==> src/rtl/nn_pkg.sv <==
// nn_pkg
// Shared definitions for the network front end.
//   cond_state_t    : warm-up state of input_conditioner (FILL, RUN)
//   DEFAULT_W       : default sample width
//   RECEPTIVE_FIELD : samples of history the network needs before its
//                     caches are valid; input_conditioner's WARMUP defaults
//                     from it
package nn_pkg;

  typedef enum logic {
    FILL = 1'b0,
    RUN  = 1'b1
  } cond_state_t;

  localparam int DEFAULT_W       = 16;
  localparam int RECEPTIVE_FIELD = 64;

endpackage

==> src/rtl/input_conditioner_dc_blocker.sv <==
// dc_blocker
// One-pole DC blocker used by input_conditioner when the macro
// INPUT_CONDITIONER_DC_BLOCK_EN is defined; the module does not exist
// otherwise.
//   y = x - x_prev + y_prev - (y_prev >>> DC_K), saturated to W bits.
// Ports:
//   sample_clk : sample-rate clock, rising edge
//   rst        : asynchronous active-high reset
//   clear      : synchronous clear of the filter history (channel unplugged)
//   x_in       : W-bit signed input sample
//   y_out      : W-bit signed registered output
`ifdef INPUT_CONDITIONER_DC_BLOCK_EN
module dc_blocker
  import nn_pkg::*;
#(
  parameter int W    = DEFAULT_W,
  parameter int DC_K = 8
) (
  input  logic                sample_clk,
  input  logic                rst,
  input  logic                clear,
  input  logic signed [W-1:0] x_in,
  output logic signed [W-1:0] y_out
);

  localparam int AW = W + 4;
  localparam logic signed [AW-1:0] SAT_MAX = {5'b00000, {(W-1){1'b1}}};
  localparam logic signed [AW-1:0] SAT_MIN = {5'b11111, {(W-1){1'b0}}};

  logic signed [W-1:0]  x_prev;
  logic signed [W-1:0]  y_q;
  logic signed [W-1:0]  y_leak;
  logic signed [AW-1:0] acc;
  logic signed [W-1:0]  y_next;

  // Four guard bits hold the worst-case sum of the four W-bit terms, so the
  // accumulator never wraps before saturation is applied.
  always_comb begin
    y_leak = y_q >>> DC_K;
    acc    = {{4{x_in[W-1]}}, x_in}
           - {{4{x_prev[W-1]}}, x_prev}
           + {{4{y_q[W-1]}}, y_q}
           - {{4{y_leak[W-1]}}, y_leak};
    if (acc > SAT_MAX) begin
      y_next = SAT_MAX[W-1:0];
    end else if (acc < SAT_MIN) begin
      y_next = SAT_MIN[W-1:0];
    end else begin
      y_next = acc[W-1:0];
    end
  end

  // Filter history is forgotten whenever the channel is unplugged so a
  // re-plug starts from a clean state.
  always_ff @(posedge sample_clk or posedge rst) begin
    if (rst) begin
      x_prev <= '0;
      y_q    <= '0;
    end else if (clear) begin
      x_prev <= '0;
      y_q    <= '0;
    end else begin
      x_prev <= x_in;
      y_q    <= y_next;
    end
  end

  assign y_out = y_q;

endmodule
`endif

==> src/rtl/input_conditioner.sv <==
// input_conditioner
// Per-sample front end feeding the network: registers four codec inputs,
// applies an arithmetic pre-shift, gates each channel on a debounced
// jack-presence bit, and raises ready once the network's receptive field
// holds WARMUP samples since the last jack change or reset.
// Optional feature: define INPUT_CONDITIONER_DC_BLOCK_EN to replace the pure
// shift stage with a per-channel dc_blocker (same latency).
// Ports:
//   sample_clk                : sample-rate clock, rising edge
//   rst                       : asynchronous active-high reset
//   sample_in0..sample_in3    : W-bit signed raw codec samples
//   jack[7:0]                 : raw jack detect, bits [3:0] used
//   cond_out0..cond_out3      : W-bit signed conditioned samples
//   jack_stable[3:0]          : debounced presence of channels 0..3
//   ready                     : network history valid
module input_conditioner
  import nn_pkg::*;
#(
  parameter int W        = DEFAULT_W,
  parameter int SHIFT    = 2,
  parameter int DEBOUNCE = 64,
  parameter int WARMUP   = RECEPTIVE_FIELD,
  parameter int DC_K     = 8
) (
  input  logic                sample_clk,
  input  logic                rst,
  input  logic signed [W-1:0] sample_in0,
  input  logic signed [W-1:0] sample_in1,
  input  logic signed [W-1:0] sample_in2,
  input  logic signed [W-1:0] sample_in3,
  input  logic [7:0]          jack,
  output logic signed [W-1:0] cond_out0,
  output logic signed [W-1:0] cond_out1,
  output logic signed [W-1:0] cond_out2,
  output logic signed [W-1:0] cond_out3,
  output logic [3:0]          jack_stable,
  output logic                ready
);

  localparam int NCH = 4;
  localparam int DW  = (DEBOUNCE > 1) ? $clog2(DEBOUNCE) : 1;
  localparam int WW  = (WARMUP > 1) ? $clog2(WARMUP) : 1;
  localparam logic [DW-1:0] DCNT_LAST = DW'(DEBOUNCE - 1);
  localparam logic [WW-1:0] WCNT_LAST = WW'(WARMUP - 1);

  logic signed [W-1:0] s_in    [NCH];
  logic signed [W-1:0] s1      [NCH];
  logic signed [W-1:0] shifted [NCH];
  logic signed [W-1:0] s2      [NCH];
  logic signed [W-1:0] cond_q  [NCH];

  logic [DW-1:0]  dcnt [NCH];
  logic [NCH-1:0] commit;
  logic           any_commit;

  cond_state_t    state;
  logic [WW-1:0]  wcnt;

  logic unused_jack_hi;
  assign unused_jack_hi = ^jack[7:4];

  assign s_in[0] = sample_in0;
  assign s_in[1] = sample_in1;
  assign s_in[2] = sample_in2;
  assign s_in[3] = sample_in3;

  // Stage 1: capture the raw codec samples.
  always_ff @(posedge sample_clk or posedge rst) begin
    if (rst) begin
      for (int n = 0; n < NCH; n++) s1[n] <= '0;
    end else begin
      for (int n = 0; n < NCH; n++) s1[n] <= s_in[n];
    end
  end

  // Arithmetic shift keeps the sign and can only shrink magnitude, so it
  // never overflows.
  always_comb begin
    for (int n = 0; n < NCH; n++) shifted[n] = s1[n] >>> SHIFT;
  end

  // Stage 2: pure shift, or shift followed by the DC blocker.
`ifdef INPUT_CONDITIONER_DC_BLOCK_EN
  for (genvar g = 0; g < NCH; g++) begin : g_dc
    dc_blocker #(
      .W    (W),
      .DC_K (DC_K)
    ) u_dc (
      .sample_clk (sample_clk),
      .rst        (rst),
      .clear      (~jack_stable[g]),
      .x_in       (shifted[g]),
      .y_out      (s2[g])
    );
  end
`else
  localparam int UNUSED_DC_K = DC_K;

  always_ff @(posedge sample_clk or posedge rst) begin
    if (rst) begin
      for (int n = 0; n < NCH; n++) s2[n] <= '0;
    end else begin
      for (int n = 0; n < NCH; n++) s2[n] <= shifted[n];
    end
  end
`endif

  // Stage 3: gate on the debounced presence bit as it stood before this
  // edge, so the output mutes one edge after a commit.
  always_ff @(posedge sample_clk or posedge rst) begin
    if (rst) begin
      for (int n = 0; n < NCH; n++) cond_q[n] <= '0;
    end else begin
      for (int n = 0; n < NCH; n++) cond_q[n] <= jack_stable[n] ? s2[n] : '0;
    end
  end

  assign cond_out0 = cond_q[0];
  assign cond_out1 = cond_q[1];
  assign cond_out2 = cond_q[2];
  assign cond_out3 = cond_q[3];

  // A commit happens on the DEBOUNCE-th consecutive edge the raw bit
  // disagrees with the committed one.
  always_comb begin
    for (int n = 0; n < NCH; n++) begin
      commit[n] = (jack[n] != jack_stable[n]) && (dcnt[n] == DCNT_LAST);
    end
    any_commit = |commit;
  end

  // Debounce counters: any agreement resets the run, so glitches shorter
  // than DEBOUNCE edges never reach jack_stable.
  always_ff @(posedge sample_clk or posedge rst) begin
    if (rst) begin
      jack_stable <= '0;
      for (int n = 0; n < NCH; n++) dcnt[n] <= '0;
    end else begin
      for (int n = 0; n < NCH; n++) begin
        if (commit[n]) begin
          jack_stable[n] <= jack[n];
          dcnt[n]        <= '0;
        end else if (jack[n] == jack_stable[n]) begin
          dcnt[n] <= '0;
        end else begin
          dcnt[n] <= dcnt[n] + DW'(1);
        end
      end
    end
  end

  // Warm-up FSM: any commit restarts the fill and takes priority over the
  // FILL terminal count; simultaneous commits are one refill.
  always_ff @(posedge sample_clk or posedge rst) begin
    if (rst) begin
      state <= FILL;
      wcnt  <= '0;
      ready <= 1'b0;
    end else if (any_commit) begin
      state <= FILL;
      wcnt  <= '0;
      ready <= 1'b0;
    end else begin
      case (state)
        FILL: begin
          if (wcnt == WCNT_LAST) begin
            state <= RUN;
            wcnt  <= '0;
            ready <= 1'b1;
          end else begin
            wcnt  <= wcnt + WW'(1);
            ready <= 1'b0;
          end
        end
        RUN: begin
          ready <= 1'b1;
        end
        default: begin
          state <= FILL;
          wcnt  <= '0;
          ready <= 1'b0;
        end
      endcase
    end
  end

endmodule
==> config.mk <==
export PLATFORM = sky130hd
export DESIGN_NAME = input_conditioner
export DESIGN_NICKNAME = d
export VERILOG_FILES = /design/src/rtl/nn_pkg.sv /design/src/rtl/input_conditioner_dc_blocker.sv /design/src/rtl/input_conditioner.sv
export SDC_FILE = /design/constraint.sdc
export NUM_CORES = 1
export LEC_CHECK = 0
export ABC_AREA = 1
export ABC_CLOCK_PERIOD_IN_PS = 6860
export CAP_MARGIN = 20
export CORE_MARGIN = 10
export CORE_UTILIZATION = 40
export DETAILED_ROUTE_END_ITERATION = 6
export GPL_TIMING_DRIVEN = 0
export MAX_ROUTING_LAYER = met4
export PLACE_DENSITY = 0.68
export SLEW_MARGIN = 20
export SYNTH_ARGS = -nofsm -noshare
export SYNTH_HDL_FRONTEND = slang
export SYNTH_HIERARCHICAL = 1
export SYNTH_SLANG_ARGS = --single-unit
==> constraint.sdc <==
create_clock -name sample_clk -period 6.86 [get_ports sample_clk]
set_input_delay 1.372 -clock sample_clk [delete_from_list [all_inputs] [get_ports sample_clk]]
set_output_delay 1.372 -clock sample_clk [all_outputs]
set_load 0.005 [all_outputs]
==> results.py <==
metrics = {
    "sta": {
        "setup_viol": 0,
        "hold_viol_final": 0,
        "slew_headroom": 0.6736,
        "min_period_ns": 2.841,
        "min_period_over_period": 0.4141,
        "skew_ns": 0.009140,
        "grt_setup_unrepaired": "no",
        "fin_ws_ns": 4.019,
        "whs_ns": 0.3441,
        "drv_slew": 0,
        "tightestPinTransition_ns": 0.4886,
        "clock.fmax_mhz": 352.0,
        "setup_tns_ns": 0,
    },
    "clocking": {
        "path_clk_slew_ns": 0.06,
        "cts_resized": 0,
        "cts_setup_buffers": 0,
        "cts_tree": "yes",
        "htreeDepth": 1,
        "clockRootBuffer": "clkbuf_16",
        "clock_sinks": 203,
        "cts_made_buffers": 21,
        "holdBufCountCts": 0,
        "ctsLongestPathBuffers": 3,
        "clk-insertion-delay-late_ns": 0.47,
    },
    "final_layout": {
        "area_delta_synth_final_pct": 37.55,
        "nFillCells": 1289,
        "fin_util": 0.5597,
        "drive_above_1_share": 0.1210,
        "fin_nets": 728,
    },
    "drt": {
        "postRouteAntennaNets": 0,
        "viasPerCell": 4.141,
        "drc": 0,
        "routed_wl_um": 12050,
        "vias": 3644,
        "firstDrtPassIters": 4,
        "wl_per_cell_um": 13.70,
        "dr.first_iter.drc_count": 164,
    },
    "global_routing": {
        "use_met1": 0.1195,
        "grt-ovfl-total": 0,
        "grt_pass1_wl_um": 19790,
        "antenna_found_initial": 3,
        "grt_use_total": 0.1160,
        "grt_max_degree": 38,
        "use_met2": 0.2013,
        "grt_pass1_vias": 3973,
        "top_usage_layer": "met2",
        "globalRouteMet3Util": 0.03778,
    },
    "die": {
        "core-area_um2": 15890,
        "rows": 46,
        "io_pins": 143,
        "die_h_um": 147.1,
        "fp.dieW_um": 147.1,
        "dieArea_um2": 21640,
        "initial_core_util": 0.4069,
    },
    "worst_setup_path": {
        "critPathRequiredTime_ns": 5.49,
        "worst_setup_path_end_kind": "output port",
        "worstPathArrival_ns": 1.47,
        "cp-start-kind": "flip-flop",
        "worst-path-max-fanout": 3,
        "path_class": "flip-flop to output port",
    },
    "placement": {
        "pre_cts_ws_ns": 4.059,
        "portBuffers": 130,
        "gp_congestion": 0.7777,
        "dp_hpwl_um": 8803,
    },
    "synthesis": {
        "ys_seq_elements": 203,
        "synthArstFlopShare": 1.000,
        "syn_nets": 569,
        "syn-cell-area_um2": 6464,
        "ys_seq_area_frac": 0.7859,
        "yosysUniqueCellTypes": 28,
        "avgSynthCellArea_um2": 13.19,
        "yosysWarnings": 6,
        "synth_edf_count": 0,
        "syn_inst": 490,
        "ys.flop_type": "dfrtp_1",
    },
    "hold_path": {
        "hp-class": "flip-flop to flip-flop",
    },
    "power_and_ir_drop": {
        "peakVddDrop_mv": 0.1922,
        "power_mw": 2.478,
        "p_leak_nw": 4.464,
        "power_density_nw_per_um2": 278.7,
    },
    "flow_run": {
        "drv_cap": 0,
    },
    "outcome": {
        "run_status": "completed",
    },
}
worst paths after layout:
path / start / endpoint / slack [ns] / cells after the start
min in group asynchronous: rst / cond_out3[3]$_DFF_PP0_ / 1.27 / 2
min: s1[19]$_DFF_PP0_ / s2[17]$_DFF_PP0_ / 0.34 / 0
max: cond_out3[14]$_DFF_PP0_ / cond_out3[14] / 4.02 / 2
min reg2reg: s1[19]$_DFF_PP0_ / s2[17]$_DFF_PP0_ / 0.34 / 0
max in group asynchronous: rst / s2[33]$_DFF_PP0_ / 4.62 / 5
max reg2reg: dcnt[6]$_DFF_PP0_ / ready$_DFF_PP0_ / 5.45 / 8
cell usage in the layout (no fill, tap or decap), drive strengths merged:
master         netlist  final
a21oi                4      4
a31o                 1      1
buf                 12     18
bufinv               0      3
clkbuf               5     33
clkdlybuf4s50        0    130
clkinv               0      2
clkinvlp             0      3
dfrtp              203    203
diode                0      3
ha                   5      5
inv                 80     79
mux2                 1      1
mux2i                1      1
nand2               98     98
nand3               13     13
nand4                3      3
nor2                38     38
nor3                 1      1
nor3b                2      2
o21ai               10     10
or2                  1      1
xnor2                7      7
xor2                 5      5
cells in the mapped netlist, types with 5 or more instances:
| cell | n | area, µm² |
|---|---|---|
| dfrtp_1 | 203 | 5080 |
| buf_4 | 11 | 82.58 |
| nor2_2 | 6 | 37.54 |
| inv_1 | 76 | 285.3 |
| nand2_1 | 86 | 322.8 |
| nor2_1 | 31 | 116.4 |
| ha_1 | 5 | 62.56 |
| nand2_2 | 10 | 62.56 |
| xnor2_1 | 7 | 61.31 |
| clkbuf_1 | 5 | 18.77 |
| nand3_1 | 13 | 65.06 |
| o21ai_0 | 9 | 45.04 |
flip-flops by register name, indices dropped and copies added, names as in the netlist:
signal,count
ready,1
s1,56
cond_out0,14
cond_out1,14
cond_out3,14
s2,56
dcnt,24
wcnt,6
cond_out2,14
jack_stable,4
per-stage QoR:
| step | std cells | instance area, µm² |
|---|---|---|
| 3_5_place_dp | 842 | 8167 |
| 2_1_floorplan | 490 | 6467 |
| 4_1_cts | 877 | 8884 |
| 3_3_place_gp | 836 | 8039 |
| 5_1_grt | 880 | 8891 |
| 6_report | 880 | 8891 |
cell families (layout without fill, tap and decap cells):
logic type | after synthesis | in the layout | share of synthesized area
AO/OA/AOI/OAI | 15 | 15 | 0.01219
XOR/XNOR | 12 | 12 | 0.01742
adder cells (fa/ha/maj) | 5 | 5 | 0.009679
buffers and inverters | 97 | 268 | 0.06427
flip-flops | 203 | 203 | 0.7859
multiplexers | 2 | 2 | 0.003291
other | 0 | 3 | 0
AND/OR/NAND/NOR | 156 | 156 | 0.1072
area by class of cell:
type / instances / area (µm²) / share of cell area
diodes: 3 / 7.507 / 0.0008444
plain buffers: 17 / 112.6 / 0.01267
clock buffers: 28 / 601.8 / 0.06769
clock inverters: 7 / 115.1 / 0.01295
inverters: 80 / 306.5 / 0.03448
multi-input cells: 190 / 968.4 / 0.1089
flip-flops and latches: 203 / 5080 / 0.5713
well taps: 216 / 270.3 / 0.03040
repair buffers: 136 / 1429 / 0.1607
layer usage:
metal	vias up	routed length, µm	part of all wire
met3	25	800	0.066
li1	1761	-	-
met1	1763	4601	0.38
met4	0	309	0.026
met2	95	6341	0.53
met5	-	0	0
critical path, stage by stage (launching register included):
cell and delay (ns):
dfrtp_1 0.37, buf_4 0.12, clkdlybuf4s50_1 0.50
where the power goes:
| part | switching, mW | leakage [nW] | internal, mW |
|---|---|---|---|
| logic | 0.0373 | 1.58 | 0.0449 |
| registers | 0.0137 | 2.54 | 1.24 |
| clock network | 0.421 | 0.348 | 0.725 |
| total | 0.472 | 4.46 | 2.01 |
Note: power is estimated with default switching activity, not from simulation.
